==> config.mk <==
export PLATFORM = sky130hd
export DESIGN_NAME = mem_stage
export DESIGN_NICKNAME = d
export VERILOG_FILES = /design/src/rtl/mem_stage_pkg.sv /design/src/rtl/mem_stage_load_ext.sv /design/src/rtl/mem_stage.sv
export SDC_FILE = /design/constraint.sdc
export NUM_CORES = 1
export LEC_CHECK = 0
export ABC_AREA = 1
export CAP_MARGIN = 40
export CORE_ASPECT_RATIO = 1.1
export CORE_MARGIN = 4
export CORE_UTILIZATION = 36
export CTS_CLUSTER_DIAMETER = 200
export DETAILED_ROUTE_END_ITERATION = 8
export GPL_ROUTABILITY_DRIVEN = 0
export SLEW_MARGIN = 10
export SYNTH_ARGS = -nofsm -noshare
export SYNTH_HDL_FRONTEND = slang
export SYNTH_SLANG_ARGS = --single-unit
==> constraint.sdc <==
create_clock -name clk_in -period 2.7 [get_ports clk_in]
set_input_delay 0.27 -clock clk_in [delete_from_list [all_inputs] [get_ports clk_in]]
set_output_delay 0.27 -clock clk_in [all_outputs]
set_load 0.05 [all_outputs]
==> src/rtl/mem_stage_pkg.sv <==
// Shared definitions for the memory stage: instruction type codes, bus widths,
// write-back NOP values, FSM states and byte-count helpers.
package mem_stage_pkg;

  localparam int unsigned REG_W      = 32;
  localparam int unsigned REG_ADDR_W = 5;
  localparam int unsigned INST_W     = 4;
  localparam int unsigned CNT_W      = 3;

  localparam logic [INST_W-1:0] INST_NOP = 4'd0;
  localparam logic [INST_W-1:0] INST_ALU = 4'd1;
  localparam logic [INST_W-1:0] INST_LB  = 4'd2;
  localparam logic [INST_W-1:0] INST_LH  = 4'd3;
  localparam logic [INST_W-1:0] INST_LW  = 4'd4;
  localparam logic [INST_W-1:0] INST_LBU = 4'd5;
  localparam logic [INST_W-1:0] INST_LHU = 4'd6;
  localparam logic [INST_W-1:0] INST_SB  = 4'd7;
  localparam logic [INST_W-1:0] INST_SH  = 4'd8;
  localparam logic [INST_W-1:0] INST_SW  = 4'd9;

  localparam logic                  WRITE_DISABLE = 1'b0;
  localparam logic [REG_W-1:0]      ZERO_WORD     = 32'h0000_0000;
  localparam logic [REG_ADDR_W-1:0] NOP_REG_ADDR  = 5'd0;

  localparam logic [CNT_W-1:0] BYTES_B = 3'd1;
  localparam logic [CNT_W-1:0] BYTES_H = 3'd2;
  localparam logic [CNT_W-1:0] BYTES_W = 3'd4;

  typedef enum logic [1:0] {
    IDLE = 2'd0,
    BUSY = 2'd1,
    TAIL = 2'd2,
    DONE = 2'd3
  } state_e;

  function automatic logic is_load(input logic [INST_W-1:0] t);
    return (t == INST_LB) || (t == INST_LH) || (t == INST_LW) ||
           (t == INST_LBU) || (t == INST_LHU);
  endfunction

  function automatic logic is_store(input logic [INST_W-1:0] t);
    return (t == INST_SB) || (t == INST_SH) || (t == INST_SW);
  endfunction

  function automatic logic [CNT_W-1:0] byte_count(input logic [INST_W-1:0] t);
    case (t)
      INST_LB, INST_LBU, INST_SB: return BYTES_B;
      INST_LH, INST_LHU, INST_SH: return BYTES_H;
      default:                    return BYTES_W;
    endcase
  endfunction

endpackage

==> src/rtl/mem_stage_load_ext.sv <==
// Sign/zero extension of an assembled little-endian load value by load type.
module load_ext
  import mem_stage_pkg::*;
(
  input  logic [REG_W-1:0]  raw,
  input  logic [INST_W-1:0] inst_type,
  output logic [REG_W-1:0]  val
);

  always_comb begin
    val = raw;
    case (inst_type)
      INST_LB:  val = {{24{raw[7]}}, raw[7:0]};
      INST_LH:  val = {{16{raw[15]}}, raw[15:0]};
      INST_LBU: val = {24'h000000, raw[7:0]};
      INST_LHU: val = {16'h0000, raw[15:0]};
      default:  val = raw;
    endcase
  end

endmodule

==> src/rtl/mem_stage.sv <==
// Memory stage: passes ALU results through and serialises loads/stores over an
// 8-bit granted byte port, stalling the pipeline until the access completes.
module mem_stage
  import mem_stage_pkg::*;
(
  input  logic                  clk_in,
  input  logic                  rst_in,
  input  logic                  rd_in,
  input  logic [REG_W-1:0]      rd_val_in,
  input  logic [REG_ADDR_W-1:0] rd_addr_in,
  input  logic [INST_W-1:0]     inst_type_in,
  input  logic [31:0]           mem_addr_in,
  input  logic [31:0]           mem_val_in,
  input  logic                  mem_grant_in,
  input  logic [7:0]            mem_din_in,
  output logic                  mem_req_out,
  output logic [31:0]           mem_a_out,
  output logic                  mem_wr_out,
  output logic [7:0]            mem_dout_out,
  output logic                  rd_out,
  output logic [REG_W-1:0]      rd_val_out,
  output logic [REG_ADDR_W-1:0] rd_addr_out,
  output logic [INST_W-1:0]     inst_type_out,
  output logic                  stallreq_from_mem
);

  state_e                  state, state_nxt;
  logic [31:0]             addr_q, addr_d;
  logic [31:0]             data_q, data_d;
  logic [INST_W-1:0]       type_q, type_d;
  logic                    rd_q, rd_d;
  logic [REG_W-1:0]        rd_val_q, rd_val_d;
  logic [REG_ADDR_W-1:0]   rd_addr_q, rd_addr_d;
  logic [CNT_W-1:0]        cnt_q, cnt_d;
  logic [CNT_W-1:0]        n_q, n_d;
  logic                    issued_last_q, issued_last_d;
  logic [31:0]             buf_q, buf_d;
  logic [1:0]              slot;
  logic [REG_W-1:0]        ext_val;

  load_ext u_load_ext (
    .raw       (buf_q),
    .inst_type (type_q),
    .val       (ext_val)
  );

  // Byte slot of the read issued last cycle (cnt already advanced past it)
  assign slot = 2'(cnt_q - 3'd1);

  always_ff @(posedge clk_in) begin
    if (rst_in) begin
      state <= IDLE;
    end else begin
      state <= state_nxt;
    end
  end

  always_ff @(posedge clk_in) begin
    if (rst_in) begin
      addr_q        <= 32'h0;
      data_q        <= 32'h0;
      type_q        <= INST_NOP;
      rd_q          <= WRITE_DISABLE;
      rd_val_q      <= ZERO_WORD;
      rd_addr_q     <= NOP_REG_ADDR;
      cnt_q         <= '0;
      n_q           <= '0;
      issued_last_q <= 1'b0;
      buf_q         <= 32'h0;
    end else begin
      addr_q        <= addr_d;
      data_q        <= data_d;
      type_q        <= type_d;
      rd_q          <= rd_d;
      rd_val_q      <= rd_val_d;
      rd_addr_q     <= rd_addr_d;
      cnt_q         <= cnt_d;
      n_q           <= n_d;
      issued_last_q <= issued_last_d;
      buf_q         <= buf_d;
    end
  end

  always_comb begin
    state_nxt         = state;
    addr_d            = addr_q;
    data_d            = data_q;
    type_d            = type_q;
    rd_d              = rd_q;
    rd_val_d          = rd_val_q;
    rd_addr_d         = rd_addr_q;
    cnt_d             = cnt_q;
    n_d               = n_q;
    issued_last_d     = 1'b0;
    buf_d             = buf_q;
    mem_req_out       = 1'b0;
    mem_a_out         = 32'h0;
    mem_wr_out        = 1'b0;
    mem_dout_out      = 8'h00;
    stallreq_from_mem = 1'b0;
    rd_out            = rd_in;
    rd_val_out        = rd_val_in;
    rd_addr_out       = rd_addr_in;
    inst_type_out     = inst_type_in;

    if (issued_last_q) begin
      buf_d[{slot, 3'b000} +: 8] = mem_din_in;
    end

    case (state)
      IDLE: begin
        if (is_load(inst_type_in) || is_store(inst_type_in)) begin
          stallreq_from_mem = 1'b1;
          rd_out            = WRITE_DISABLE;
          rd_val_out        = ZERO_WORD;
          rd_addr_out       = NOP_REG_ADDR;
          inst_type_out     = INST_NOP;
          addr_d            = mem_addr_in;
          data_d            = mem_val_in;
          type_d            = inst_type_in;
          rd_d              = rd_in;
          rd_val_d          = rd_val_in;
          rd_addr_d         = rd_addr_in;
          n_d               = byte_count(inst_type_in);
          cnt_d             = '0;
          buf_d             = 32'h0;
          state_nxt         = BUSY;
        end
      end
      BUSY: begin
        stallreq_from_mem = 1'b1;
        rd_out            = WRITE_DISABLE;
        rd_val_out        = ZERO_WORD;
        rd_addr_out       = NOP_REG_ADDR;
        inst_type_out     = INST_NOP;
        mem_req_out       = 1'b1;
        mem_a_out         = addr_q + 32'(cnt_q);
        if (mem_grant_in) begin
          mem_wr_out    = is_store(type_q);
          mem_dout_out  = is_store(type_q) ? data_q[{cnt_q[1:0], 3'b000} +: 8] : 8'h00;
          cnt_d         = cnt_q + 3'd1;
          issued_last_d = is_load(type_q);
          if (cnt_q == CNT_W'(n_q - 3'd1)) begin
            state_nxt = is_store(type_q) ? DONE : TAIL;
          end
        end
      end
      TAIL: begin
        stallreq_from_mem = 1'b1;
        rd_out            = WRITE_DISABLE;
        rd_val_out        = ZERO_WORD;
        rd_addr_out       = NOP_REG_ADDR;
        inst_type_out     = INST_NOP;
        state_nxt         = DONE;
      end
      DONE: begin
        rd_out        = is_load(type_q) ? rd_q : WRITE_DISABLE;
        rd_val_out    = is_load(type_q) ? ext_val : rd_val_q;
        rd_addr_out   = rd_addr_q;
        inst_type_out = type_q;
        state_nxt     = IDLE;
      end
      default: state_nxt = IDLE;
    endcase
  end

endmodule
==> metrics.txt <==
status=finished clean; Rel. slew slack=56.4%; P&R area growth vs syn=50.1%; yosys warns=0; total of max-cap violations=0; #FFs+latches synth=147; critical path endpoint category=primary output; CORE AREA=0.0215 sq mm; grt total ovfl=0; Storage cell area=0.00295 sq mm; post-synth cell types=42; mean post-synth cell area=6.69 sq um; largest net degree at the start of global routing=65; GRT Total Usage=21.6%; Final Setup Violations=0; worst r2r src=cnt_q[0]$_SDFFE_PP0P_; hold_buf cts=0; register area share after synthesis=37.2%; root buffer cell=clkbuf_16; Die Area=0.0244 sq mm; RSZ-0062 raised after global routing=yes; fin nets=1,501; Max Root-Sink Buffers=2; Final Hold Vio Count=0; clock sinks=147; CTS buffer count=17; Routed WL=26,800 microns; design area=0.0119 sq mm; synthesized net count=1,315; hold crit path type=input port to flop; critical path class=flop to primary output; H-tree depth=4; WP data arrival=2.42 ns; P per Cell Area=904 mW/mm^2; IO Port Bufs=201; fin crit share=99.5%; Clock Skews=0.00965 ns; Non-Filler Instances=1,672; Worst VDD drop=544 uV; I/O Pins=202; placed insts=1,633; Initial Utilization=36.8%; Worst-Skew Late Latency=0.42 ns; R2R Setup Slk=0.39 ns; cell count after synthesis=1,184; vias in the first global route=7,996; Critical Path Source Type=flop; placed cell area=0.0110 sq mm; TritonCTS clock tree=yes; Die H=164 microns; commonest cells after routing, fill and taps aside=200 x nand2_1, 179 x nor2_1, 144 x o21ai_0, 144 x dfxtp_1, 117 x clkdlybuf4s50_1; TritonRoute pass-1 iters=5; Peak Freq=372 MHz; area of the mapped netlist=0.00792 sq mm; Clock Pin Slew Worst Setup and Hold Paths=0.06 ns; highest fanout seen on the critical path=5; Via density=5.06; Die W=149 microns; post-synth top area cell=dfxtp_1; first-pass GRT wire length=42,500 microns; Slew Viols, Final=0; Tmin final=2.69 ns; DRC=0; share of cells above drive strength 1=17.4%; number of placement rows=56; post-DP HPWL=19,600 microns; Multi-input gate area=0.00441 sq mm; Leakage Power=0.00467 uW; Fill cells=2,062; drt initial violations=605; Worst Tran Pin Value=0.652 ns; Synth area leaders=dfxtp_1 37%, nand2_1 10%, o21ai_0 9.5%; DR vias=8,455; per-cell routed wire length=16.0 microns; Critical path origin=addr_q[0]$_SDFFE_PP0P_; most common cell after layout, fill and taps aside=nand2_1; DRT antenna net count=0; Req. time, crit path=2.43 ns; terminus of the critical flop-to-flop path=buf_q[23]$_SDFF_PP0_; ANT cells=0; initial antenna violation count=0; top-area cell type share of the netlist area=37.2%; Setup crit end=mem_a_out[26]; Reg2Reg Depth=9
## per-stage QoR
| step | setup WS (ns) | util [%] | total power (uW) | setup TNS (ns) | hold slack, ns |
|---|---|---|---|---|---|
| after floorplan | -0.133 | - | 6220 | -0.148 | 0.339 |
| after global placement | 0.250 | 51.0 | 8150 | 0 | 0.433 |
| after detailed placement | 0.209 | 51.0 | 8210 | 0 | 0.440 |
| after CTS | -0.00760 | 54.2 | 10700 | -0.0149 | 0.422 |
| after global routing | -0.161 | 55.2 | 11400 | -0.439 | 0.423 |
| final | 0.0139 | 55.2 | 10700 | 0 | 0.431 |
## how the worst min path moves through the flow
stage,from,endpoint,slack (ns),depth (start not counted)
finish,mem_val_in[25],data_q[25]$_SDFFE_PP0P_,0.43,3
detailed placement,rd_addr_q[4]$_SDFFE_PP0P_,rd_addr_q[4]$_SDFFE_PP0P_,0.44,2
global route,mem_val_in[25],data_q[25]$_SDFFE_PP0P_,0.42,3
CTS,mem_val_in[25],data_q[25]$_SDFFE_PP0P_,0.42,3
global placement,rd_addr_q[1]$_SDFFE_PP0P_,rd_addr_q[1]$_SDFFE_PP0P_,0.43,2
floorplan,rst_in,state[0]$_SDFFE_PP0P_,0.34,1
## per-layer routing
metal / part of all wire [%] / wire, microns / GRT usage, %
met2: 46 / 12400 / 34.2
met1: 46 / 12300 / 30.3
met3: 6.4 / 1710 / 4.36
met4: 1.4 / 384 / 5.12
met5: 0 / 0 / 0
## kinds of logic after synthesis
logic type | Yosys count | share of synthesized area (%)
AND/OR/NAND/NOR | 517 | 27.2
AO/OA/AOI/OAI | 319 | 22.5
buffers and inverters | 180 | 10.0
flip-flops | 147 | 37.2
adder cells (fa/ha/maj) | 14 | 2.31
XOR/XNOR | 7 | 0.775
## power breakdown
group / switching [uW] / internal [uW] / leakage, uW / total, uW
clock: 968 / 1460 / 0.000292 / 2430
sequential: 350 / 2720 / 0.00121 / 3070
combinational: 3290 / 1940 / 0.00316 / 5230
total: 4610 / 6130 / 0.00467 / 10700
## what timing repair did
action | CTS | global route
buffers inserted | 3 | 5
gates resized for setup | 28 | 46
endpoints found under the setup margin | 23 | 65
pin swaps | 3 | 7
## synth_stat cells (all sizes together)
master	n
o211ai	16
o211a	1
dfxtp	147
a32oi	15
nand2	226
buf	31
nand4	5
clkbuf	32
clkinv	2
a31oi	2
a32o	1
o32ai	1
ha	13
nor2	203
a21oi	111
nor3b	1
nand3	57
a211oi	1
nor3	25
a22oi	2
fa	1
o22ai	8
o21ai	161
xor2	7
inv	115
## sequential cells by signal (all words and copies together) (netlist names)
name	flops
issued_last_q	1
n_q	3
cnt_q	3
rd_val_q	32
rd_addr_q	5
type_q	4
buf_q	32
addr_q	32
state	2
rd_q	1
data_q	32
## critical path: stages (launching register included)
cell and delay, ns:
dfxtp_2 0.35, ha_4 0.14, inv_2 0.03, fa_2 0.35, inv_2 0.06, nand2_2 0.05
nand2_2 0.09, nand2_4 0.09, nor2_4 0.14, nand2_4 0.09, nor2_4 0.13, buf_4 0.11
nand3_1 0.06, nand2_1 0.09, nor2_2 0.05, buf_12 0.15
## layout make-up
class / count / share of cell area (%)
clock buffers: 21 / 4.04
clock inverters: 10 / 1.04
inverters: 117 / 3.83
multi-input cells: 857 / 37.1
flip-flops and latches: 147 / 24.8
well taps: 290 / 3.05
repair buffers: 230 / 26.2
No activity file was read; power rests on OpenSTA's default activity.
